[src/rtl/imem_fetch_ctrl.sv]
// Instruction fetch sequencer for a 64-bit, 1-cycle registered-read instruction memory.
// Ports: clock_i/reset_n_i, stall_i, redirect_i/redirect_pc_i in; imem_addr_o/re_o/ssr_o out,
//   imem_data_i in; valid_o/pc_o/inst0_o/inst1_o out (one instruction pair per cycle to decode).
module imem_fetch_ctrl #(
    parameter int                 ADDR_W     = 10,
    parameter logic [ADDR_W-1:0]  RESET_PC   = '0,
    parameter int                 FIFO_DEPTH = 3
) (
    input  logic              clock_i,
    input  logic              reset_n_i,
    input  logic              stall_i,
    input  logic              redirect_i,
    input  logic [ADDR_W-1:0] redirect_pc_i,
    output logic [ADDR_W-1:0] imem_addr_o,
    output logic              imem_re_o,
    output logic              imem_ssr_o,
    input  logic [63:0]       imem_data_i,
    output logic              valid_o,
    output logic [ADDR_W-1:0] pc_o,
    output logic [31:0]       inst0_o,
    output logic [31:0]       inst1_o
);

    localparam int PW = (FIFO_DEPTH > 1) ? $clog2(FIFO_DEPTH) : 1;
    localparam int CW = $clog2(FIFO_DEPTH + 1);
    localparam logic [PW-1:0] LAST    = PW'(FIFO_DEPTH - 1);
    localparam logic [CW:0]   DEPTH_C = (CW + 1)'(FIFO_DEPTH);

    typedef enum logic {
        ST_FLUSH,
        ST_RUN
    } state_e;

    state_e            state_q, state_d;
    logic [ADDR_W-1:0] pc_req_q, pc_req_d;
    logic              infl_q, infl_d;
    logic [ADDR_W-1:0] infl_pc_q, infl_pc_d;
    logic [CW-1:0]     count_q, count_d;
    logic [PW-1:0]     rd_q, rd_d;
    logic [PW-1:0]     wr_q, wr_d;
    logic [63:0]       fifo_data_q [FIFO_DEPTH];
    logic [ADDR_W-1:0] fifo_pc_q   [FIFO_DEPTH];

    logic              run;
    logic              issue;
    logic              push;
    logic              pop;
    logic              valid;
    logic [CW:0]       occ;
    logic [63:0]       head;

    function automatic logic [PW-1:0] ptr_inc(input logic [PW-1:0] p);
        return (p == LAST) ? '0 : p + PW'(1);
    endfunction

    always_comb begin
        state_d   = ST_RUN;
        run       = (state_q == ST_RUN);
        // Occupancy counts the in-flight read so a full FIFO can never overflow.
        occ       = {1'b0, count_q} + {{CW{1'b0}}, infl_q};
        issue     = run & ~redirect_i & (occ < DEPTH_C);
        valid     = (count_q != '0) & ~redirect_i;
        push      = infl_q & ~redirect_i;
        pop       = valid & ~stall_i;
        pc_req_d  = pc_req_q;
        infl_d    = issue;
        infl_pc_d = issue ? pc_req_q : infl_pc_q;
        count_d   = count_q;
        rd_d      = rd_q;
        wr_d      = wr_q;
        if (redirect_i) begin
            pc_req_d = {redirect_pc_i[ADDR_W-1:2], 2'b00};
            count_d  = '0;
            rd_d     = '0;
            wr_d     = '0;
        end else begin
            if (issue) begin
                pc_req_d = pc_req_q + ADDR_W'(8);
            end
            if (pop) begin
                rd_d = ptr_inc(rd_q);
            end
            if (push) begin
                wr_d = ptr_inc(wr_q);
            end
            unique case ({push, pop})
                2'b10:   count_d = count_q + CW'(1);
                2'b01:   count_d = count_q - CW'(1);
                default: count_d = count_q;
            endcase
        end
    end

    always_ff @(posedge clock_i or negedge reset_n_i) begin
        if (!reset_n_i) begin
            state_q   <= ST_FLUSH;
            pc_req_q  <= RESET_PC;
            infl_q    <= 1'b0;
            infl_pc_q <= '0;
            count_q   <= '0;
            rd_q      <= '0;
            wr_q      <= '0;
            for (int i = 0; i < FIFO_DEPTH; i++) begin
                fifo_data_q[i] <= '0;
                fifo_pc_q[i]   <= '0;
            end
        end else begin
            state_q   <= state_d;
            pc_req_q  <= pc_req_d;
            infl_q    <= infl_d;
            infl_pc_q <= infl_pc_d;
            count_q   <= count_d;
            rd_q      <= rd_d;
            wr_q      <= wr_d;
            if (push) begin
                fifo_data_q[wr_q] <= imem_data_i;
                fifo_pc_q[wr_q]   <= infl_pc_q;
            end
        end
    end

    assign head        = fifo_data_q[rd_q];
    assign imem_addr_o = pc_req_q;
    assign imem_re_o   = issue;
    // The FLUSH cycle and every redirect clear the memory's stale output register.
    assign imem_ssr_o  = ~run | redirect_i;
    assign valid_o     = valid;
    assign pc_o        = fifo_pc_q[rd_q];
    assign inst0_o     = {head[39:32], head[47:40], head[55:48], head[63:56]};
    assign inst1_o     = {head[7:0], head[15:8], head[23:16], head[31:24]};

endmodule
[config.mk]
export PLATFORM = sky130hd
export DESIGN_NAME = imem_fetch_ctrl
export DESIGN_NICKNAME = d
export VERILOG_FILES = /design/src/rtl/imem_fetch_ctrl.sv
export SDC_FILE = /design/constraint.sdc
export NUM_CORES = 1
export LEC_CHECK = 0
export CORE_MARGIN = 2
export CORE_UTILIZATION = 40
export CTS_CLUSTER_DIAMETER = 50
export CTS_CLUSTER_SIZE = 8
export DETAILED_ROUTE_END_ITERATION = 12
export SLEW_MARGIN = 20
export SYNTH_ARGS = -nofsm -noshare
export SYNTH_HDL_FRONTEND = slang
export SYNTH_SLANG_ARGS = --single-unit
[constraint.sdc]
create_clock -name clock_i -period 2.29 [get_ports clock_i]
set_clock_uncertainty 0.2 [all_clocks]
set_input_delay 0.458 -clock clock_i [delete_from_list [all_inputs] [get_ports clock_i]]
set_output_delay 0.458 -clock clock_i [all_outputs]
set_load 0.01 [all_outputs]
==> summary.json <==
{
  "clk_pin_slew_worst_paths": {"value": 50, "unit": "ps"},
  "netlist-cell-type-count": {"value": 30},
  "synth_top_area_cells": {"value": "sky130_fd_sc_hd__dfrtp_1, sky130_fd_sc_hd__mux2_2, sky130_fd_sc_hd__mux2i_1"},
  "cts_tree": {"value": "built"},
  "route.detailed.vias_per_inst": {"value": 5.07},
  "critical_path_peak_fanout": {"value": 7},
  "detail_route.iter0.violations": {"value": 304},
  "timing_hold_violations_final": {"value": 0},
  "clock_power_share": {"value": 36.6, "unit": "%"},
  "detail_route.wl_per_cell": {"value": 18.5, "unit": "microns"},
  "rsz_0062_raised_after_global_routing": {"value": "yes"},
  "gpl.final_weighted_congestion": {"value": 0.731},
  "reg2reg_capture_point": {"value": "imem_addr_o[9]"},
  "combined_area_of_all_synthesized_cells": {"value": 10700, "unit": "sq um"},
  "setup_viol": {"value": 73},
  "port-buffer-count": {"value": 158},
  "worst_setup_path_end_kind": {"value": "primary output"},
  "detail-route-antenna-nets": {"value": 0},
  "initial_antenna_violation_count": {"value": 0},
  "synth_top_area_share": {"value": 56.2, "unit": "%"},
  "drive_gt1_share": {"value": 46.3, "unit": "%"},
  "final_design_area_no_fill": {"value": 14500, "unit": "sq um"},
  "synth_warnings": {"value": 0},
  "detail_route.wirelength.met1": {"value": 11.2, "unit": "mm"},
  "maximum_number_of_pins_on_one_net_before_global_route_repair": {"value": 58},
  "outcome": {"value": "complete, but fails checks"},
  "hold_path_class": {"value": "reg -> reg"},
  "floorplan.die.height": {"value": 167, "unit": "microns"},
  "row_count": {"value": 59},
  "timing.final.crit_share": {"value": 110, "unit": "%"},
  "maxUsedRoutingLayer": {"value": "met4"},
  "signed_area_change_from_the_synthesized_netlist_to_the_final_layout": {"value": 36.0, "unit": "%"},
  "fmaxAchievable": {"value": 396, "unit": "MHz"},
  "post-route-min-period": {"value": 2520, "unit": "ps"},
  "cap_violations": {"value": 0},
  "ir_drop": {"value": 0.593, "unit": "mV"},
  "dr_wl_met3": {"value": 1.11, "unit": "mm"},
  "design.core.area": {"value": 26100, "unit": "sq um"},
  "grt_first_pass_wirelength": {"value": 40.9, "unit": "mm"},
  "switching_share": {"value": 25.4, "unit": "%"},
  "cts_root_buf": {"value": "sky130_fd_sc_hd__clkbuf_16"},
  "worst_r2r_path_depth": {"value": 7},
  "synth_area_per_cell": {"value": 13.3, "unit": "sq um"},
  "worst-endpoint-arrival": {"value": 1870, "unit": "ps"},
  "dieWidth": {"value": 167, "unit": "microns"},
  "first_global_vias": {"value": 7455},
  "cts_max_level": {"value": 2},
  "setup.reg_to_reg.worst_slack": {"value": 290, "unit": "ps"},
  "timing.final.ws_setup": {"value": -235, "unit": "ps"},
  "initial_utilization": {"value": 40.9, "unit": "%"},
  "power.switching": {"value": 3.23, "unit": "mW"},
  "p_int": {"value": 9.47, "unit": "mW"},
  "grt_util_all_layers": {"value": 18.4, "unit": "%"},
  "sequentialPowerShare": {"value": 43.7, "unit": "%"},
  "final_slew_violations": {"value": 0},
  "worstSetupStartpointType": {"value": "flop"},
  "cts-buffers-inserted": {"value": 36},
  "insertion_delay": {"value": 490, "unit": "ps"},
  "crit_path_end": {"value": "inst1_o[31]"},
  "design.portCount": {"value": 165},
  "detailedPlacementHpwl": {"value": 15.7, "unit": "mm"},
  "setup-tns-final": {"value": -13150, "unit": "ps"},
  "met2_wirelength": {"value": 12.7, "unit": "mm"},
  "reg_to_reg_critical_path_startpoint": {"value": "infl_q"},
  "finish.net_count": {"value": 1120},
  "criticalPathCategory": {"value": "reg -> out"},
  "p_per_area": {"value": 874, "unit": "nW/um^2"},
  "power.leakage": {"value": 6.46, "unit": "nW"},
  "seq_area_frac_synth": {"value": 56.2, "unit": "%"},
  "global_route.overflow_total": {"value": 0},
  "most-common-layout-cells": {"value": "sky130_fd_sc_hd__dfrtp_1, sky130_fd_sc_hd__mux2_2, sky130_fd_sc_hd__clkdlybuf4s50_1"},
  "die_area": {"value": 28000, "unit": "sq um"},
  "routed-via-count": {"value": 6996},
  "cp_data_required_time": {"value": 1630, "unit": "ps"},
  "routed_wirelength": {"value": 25.5, "unit": "mm"},
  "antenna_cells_inserted": {"value": 0},
  "drc": {"value": 9},
  "comb_power_share": {"value": 19.7, "unit": "%"},
  "cts_buffer_depth": {"value": 3},
  "ys_seq_elements": {"value": 240},
  "dpl_cell_area": {"value": 13200, "unit": "sq um"},
  "layout_commonest_cell": {"value": "sky130_fd_sc_hd__dfrtp_1"},
  "worstSetupStartpoint": {"value": "rd_q[0]"},
  "post-synth-top-area-cell": {"value": "sky130_fd_sc_hd__dfrtp_1"},
  "failed_checks": {"value": "DRC, setup timing"},
  "gate_count_of_the_mapped_netlist": {"value": 804},
  "firstDrtPassIters": {"value": 8},
  "cts.sink_count": {"value": 240}
}
-- metal layers --
| layer | vias to the layer above | global-route usage (%) |
|---|---|---|
| met2 | 130 | 31.0 |
| li1 | 3290 | - |
| met5 | - | 0 |
| met4 | 0 | 5.29 |
| met3 | 34 | 3.78 |
| met1 | 3542 | 24.0 |
-- cell type report --
class	instances	area (sq um)
Fill cell	2226	11600
Sequential cell	240	6010
Multi-Input combinational cell	511	4580
Timing Repair Buffer	249	2540
Clock buffer	43	978
Tap cell	335	419
Inverter	1	3.75
-- power groups by stage --
stage,Combinational (mW),Sequential [mW],Clock [mW]
floorplan,1.41,5.47,0
global placement,2.68,5.56,0
detailed placement,2.71,5.59,0
CTS,2.51,5.53,4.78
global route,2.75,5.66,4.99
finish,2.51,5.54,4.65
-- critical path, cell delays in order (launching register included) --
cell	delay, ps
sky130_fd_sc_hd__dfrtp_4	520
sky130_fd_sc_hd__nor2b_4	160
sky130_fd_sc_hd__buf_12	150
sky130_fd_sc_hd__buf_16	140
sky130_fd_sc_hd__buf_12	130
sky130_fd_sc_hd__nand2_1	70
sky130_fd_sc_hd__o21ai_2	60
sky130_fd_sc_hd__buf_2	150
-- synthesized netlist by cell type --
cell / count
sky130_fd_sc_hd__buf_4: 18
sky130_fd_sc_hd__xor2_1: 1
sky130_fd_sc_hd__nand3_1: 3
sky130_fd_sc_hd__nor3b_1: 6
sky130_fd_sc_hd__nor3_1: 2
sky130_fd_sc_hd__a41o_1: 1
sky130_fd_sc_hd__buf_6: 7
sky130_fd_sc_hd__dfrtp_1: 240
sky130_fd_sc_hd__mux2_2: 219
sky130_fd_sc_hd__nand2_1: 82
sky130_fd_sc_hd__nand4b_1: 1
sky130_fd_sc_hd__a21oi_1: 5
sky130_fd_sc_hd__a22o_1: 2
sky130_fd_sc_hd__nor2b_1: 2
sky130_fd_sc_hd__buf_2: 19
sky130_fd_sc_hd__conb_1: 2
sky130_fd_sc_hd__nor3_4: 1
sky130_fd_sc_hd__xnor2_1: 6
sky130_fd_sc_hd__nand2b_4: 1
sky130_fd_sc_hd__mux2i_1: 73
sky130_fd_sc_hd__nor4b_1: 2
sky130_fd_sc_hd__ha_1: 3
sky130_fd_sc_hd__nand2b_1: 2
sky130_fd_sc_hd__a211oi_1: 1
sky130_fd_sc_hd__nand3b_1: 1
sky130_fd_sc_hd__mux2_1: 6
sky130_fd_sc_hd__clkbuf_1: 11
sky130_fd_sc_hd__o21ai_0: 80
sky130_fd_sc_hd__inv_1: 1
sky130_fd_sc_hd__nor2_1: 6
-- repair_timing --
action | 4_1_cts | 5_1_grt
hold buffers | 1 | 0
pin swaps | 12 | 11
gates cloned | 9 | 2
endpoints found under the hold margin | 49 | 0
setup buffers | 12 | 1
gates resized for setup | 413 | 51
endpoints found under the setup margin | 75 | 75
-- state kept, by name, indices dropped and copies added (netlist names) --
| register | cells |
|---|---|
| fifo_pc_q | 24 |
| count_q | 2 |
| wr_q | 2 |
| rd_q | 2 |
| run | 1 |
| infl_q | 1 |
| infl_pc_q | 8 |
| fifo_data_q | 192 |
| imem_addr_o | 8 |
-- worst min-delay path by stage --
stage	start	endpoint	slack (ps)	depth (start not counted)
after floorplan	reset_n_i	count_q[0]	-40	0
after global placement	reset_n_i	imem_addr_o[3]	240	1
after detailed placement	reset_n_i	imem_addr_o[3]	240	1
after CTS	fifo_data_q[169]	fifo_data_q[169]	290	1
after global routing	fifo_data_q[169]	fifo_data_q[169]	300	1
final	fifo_data_q[169]	fifo_data_q[169]	280	1
-- cells by family after synthesis --
kind of cell	share of synthesized area [%]
other cells	0.0703
compound gates	4.31
fa+ha+maj	0.351
xor+xnor	0.574
buf+inv	3.32
mux	30.6
simple gates	4.58
flops	56.2
-- stage by stage --
step | setup slack [ps] | hold WS (ps) | total power [mW] | std cells | utilization, %
2_1_floorplan | 175 | -37.6 | 6.88 | 807 | -
3_3_place_gp | -290 | 239 | 8.24 | 1313 | 50.3
3_5_place_dp | -294 | 237 | 8.30 | 1313 | 50.3
4_1_cts | -258 | 286 | 12.8 | 1376 | 54.7
5_1_grt | -323 | 297 | 13.4 | 1379 | 55.6
6_report | -235 | 280 | 12.7 | 1379 | 55.6
No activity file was read; power rests on OpenSTA's default activity.
==> patch, RTL diff (same settings) <==
`ADDR_W`: 10 -> 9.
--- a/src/rtl/imem_fetch_ctrl.sv
+++ b/src/rtl/imem_fetch_ctrl.sv
@@ -2,7 +2,7 @@
 // Ports: clock_i/reset_n_i, stall_i, redirect_i/redirect_pc_i in; imem_addr_o/re_o/ssr_o out,
 //   imem_data_i in; valid_o/pc_o/inst0_o/inst1_o out (one instruction pair per cycle to decode).
 module imem_fetch_ctrl #(
-    parameter int                 ADDR_W     = 10,
+    parameter int                 ADDR_W     = 9,
     parameter logic [ADDR_W-1:0]  RESET_PC   = '0,
     parameter int                 FIFO_DEPTH = 3
 ) (
Interface: changed (resized imem_addr_o, pc_o and redirect_pc_i); port bits go from 165 to 162. The function was not compared with the original's and may differ.
==> patch against the original RTL <==
The flow finishes with violations (negative setup slack); routed wire length is 2.9% lower; design area is 1.6% lower; worst setup slack worse by 32 ps; total power is 0.84% lower; non-clock buffer count is 19 lower; sequential cell count is 5 lower; fmax is 1.2% lower; sequential share of layout area is 0.19 points lower; area after synthesis is 0.61% lower; critical endpoint is now inst1_o[28]; largest power group unchanged.
==> patch: results (changes against the original RTL) <==
<table>
<tr><th>Metric</th><th>Value</th></tr>
<tr><th colspan="2">Cells and area</th></tr>
<tr><td>Nets@finish</td><td>1091 (was 1120)</td></tr>
<tr><td>Area of the multi-input gates</td><td>4690 um2 (was 4580 um2)</td></tr>
<tr><td>Post-Layout Cell Count</td><td>1352 (was 1379)</td></tr>
<tr><th colspan="2">Logic synthesis</th></tr>
<tr><td>Synth top area cells</td><td>sky130_fd_sc_hd__dfrtp_1, sky130_fd_sc_hd__mux2_2, sky130_fd_sc_hd__mux2i_1 (unchanged)</td></tr>
<tr><td>Yosys cell types</td><td>41 (was 30)</td></tr>
<tr><td>Seq/Total Area, Yosys</td><td>0.554 (was 0.562)</td></tr>
<tr><td>Commonest cells post-synth</td><td>sky130_fd_sc_hd__dfrtp_1, sky130_fd_sc_hd__mux2_2, sky130_fd_sc_hd__nand2_1 (unchanged)</td></tr>
<tr><th colspan="2">Placed design</th></tr>
<tr><td>Inst Count DP</td><td>1288 (was 1313)</td></tr>
<tr><td>Detailed Place HPWL</td><td>15500 um (was 15700 um)</td></tr>
<tr><td>Last weighted congestion value of the routability-driven placer</td><td>0.736 (was 0.731)</td></tr>
<tr><td>Port Buffers</td><td>155 (was 158)</td></tr>
<tr><th colspan="2">Global route</th></tr>
<tr><td>Gr usage total</td><td>0.178 (was 0.184)</td></tr>
<tr><td>Vias in the first global route</td><td>7101 (was 7455)</td></tr>
<tr><td>Number of antenna violations at the first check in global routing</td><td>2 (was 0)</td></tr>
<tr><td>First-pass GRT wire length</td><td>39700 um (was 40900 um)</td></tr>
<tr><th colspan="2">Setup path</th></tr>
<tr><td>FF-to-FF Start</td><td>count_q[0]$_DFFE_PN0P_ (was infl_q$_DFF_PN0_)</td></tr>
<tr><td>Register-to-Register Setup Slack</td><td>230 ps (was 290 ps)</td></tr>
<tr><th colspan="2">Power</th></tr>
<tr><td>Maximum vdd ir drop</td><td>554 uV (was 593 uV)</td></tr>
<tr><td>Static leakage</td><td>6.37 nW (was 6.46 nW)</td></tr>
<tr><th colspan="2">Timing</th></tr>
<tr><td>Accumulated negative setup slack</td><td>-13650 ps (was -13150 ps)</td></tr>
<tr><td>Fin worst setup slack</td><td>-267 ps (was -235 ps)</td></tr>
<tr><td>Endpoints failing setup</td><td>72 (was 73)</td></tr>
<tr><th colspan="2">Run status</th></tr>
<tr><td>Violations in the final reports</td><td>negative setup slack (was design-rule violations, negative setup slack)</td></tr>
<tr><td>Outcome</td><td>complete, but fails checks (unchanged)</td></tr>
<tr><th colspan="2">Routing</th></tr>
<tr><td>DR iter-0 viols</td><td>302 (was 304)</td></tr>
<tr><td>Average routed wire per standard cell</td><td>18.3 um (was 18.5 um)</td></tr>
<tr><td>Met3 wire len</td><td>1180 um (was 1110 um)</td></tr>
<tr><td>Detailed-routing iteration count for the pre-antenna-repair pass</td><td>4 (was 8)</td></tr>
<tr><th colspan="2">Hold path</th></tr>
<tr><td>Worst Hold Class</td><td>input pin to asynchronous set/reset pin (was flop to flop)</td></tr>
</table>
==> patch: worst max-delay path: stages, from the launching register on <==
cell and delay (ps):
sky130_fd_sc_hd__dfrtp_4 520, sky130_fd_sc_hd__nor2b_4 150, sky130_fd_sc_hd__buf_12 140, sky130_fd_sc_hd__buf_12 130, sky130_fd_sc_hd__buf_16 160, sky130_fd_sc_hd__nand2_4 60
sky130_fd_sc_hd__o21ai_4 70, sky130_fd_sc_hd__buf_2 160
==> patch: report_power, final <==
part | total, mW | leakage (nW) | internal [mW] | switching (mW)
combinational | 2.50 | 2.92 | 1.43 | 1.07
clock | 4.61 | 0.476 | 2.89 | 1.72
sequential | 5.48 | 2.97 | 5.01 | 0.468
total | 12.6 | 6.37 | 9.33 | 3.26
==> patch: cells by family after synthesis <==
kind of cell    synth area share
mux                        0.305
compound gates            0.0471
fa+ha+maj                0.00354
other cells             0.000707
buf+inv                   0.0395
flops                      0.554
simple gates              0.0502
==> patch: area by class of cell <==
cell class              instances  area share
clock inverters                 2    0.000963
clock buffers                  42      0.0668
repair buffers                230       0.162
well taps                     335      0.0293
inverters                       3    0.000788
multi-input cells             505       0.328
flip-flops and latches        235       0.412
==> patch: repair_timing <==
item | in CTS | in global routing
pin swaps | 20 | 14
setup buffers | 9 | 3
hold buffers | 1 | 0
resized for setup | 430 | 60
cloned | 8 | 1
endpoints found under the setup margin | 74 | 72
hold endpoints to repair | 44 | 0
==> patch: final timing paths <==
| check | end | depth (start not counted) |
|---|---|---|
| worst max-delay path | inst1_o[28] | 7 |
| min in group clock_i | fifo_data_q[164]$_DFFE_PN0P_ | 1 |
| worst min register to register | fifo_data_q[164]$_DFFE_PN0P_ | 1 |
| worst max register to register | imem_addr_o[8]$_DFFE_PN0P_ | 6 |
| worst min-delay path | imem_addr_o[7]$_DFFE_PN0P_ | 2 |
| max in group asynchronous | fifo_data_q[183]$_DFFE_PN0P_ | 3 |
==> patch: layer usage <==
metal	vias to the layer above	global-route usage
met5	-	0
li1	3242	-
met1	3489	0.251
met4	0	0.0457
met2	133	0.282
met3	33	0.0380
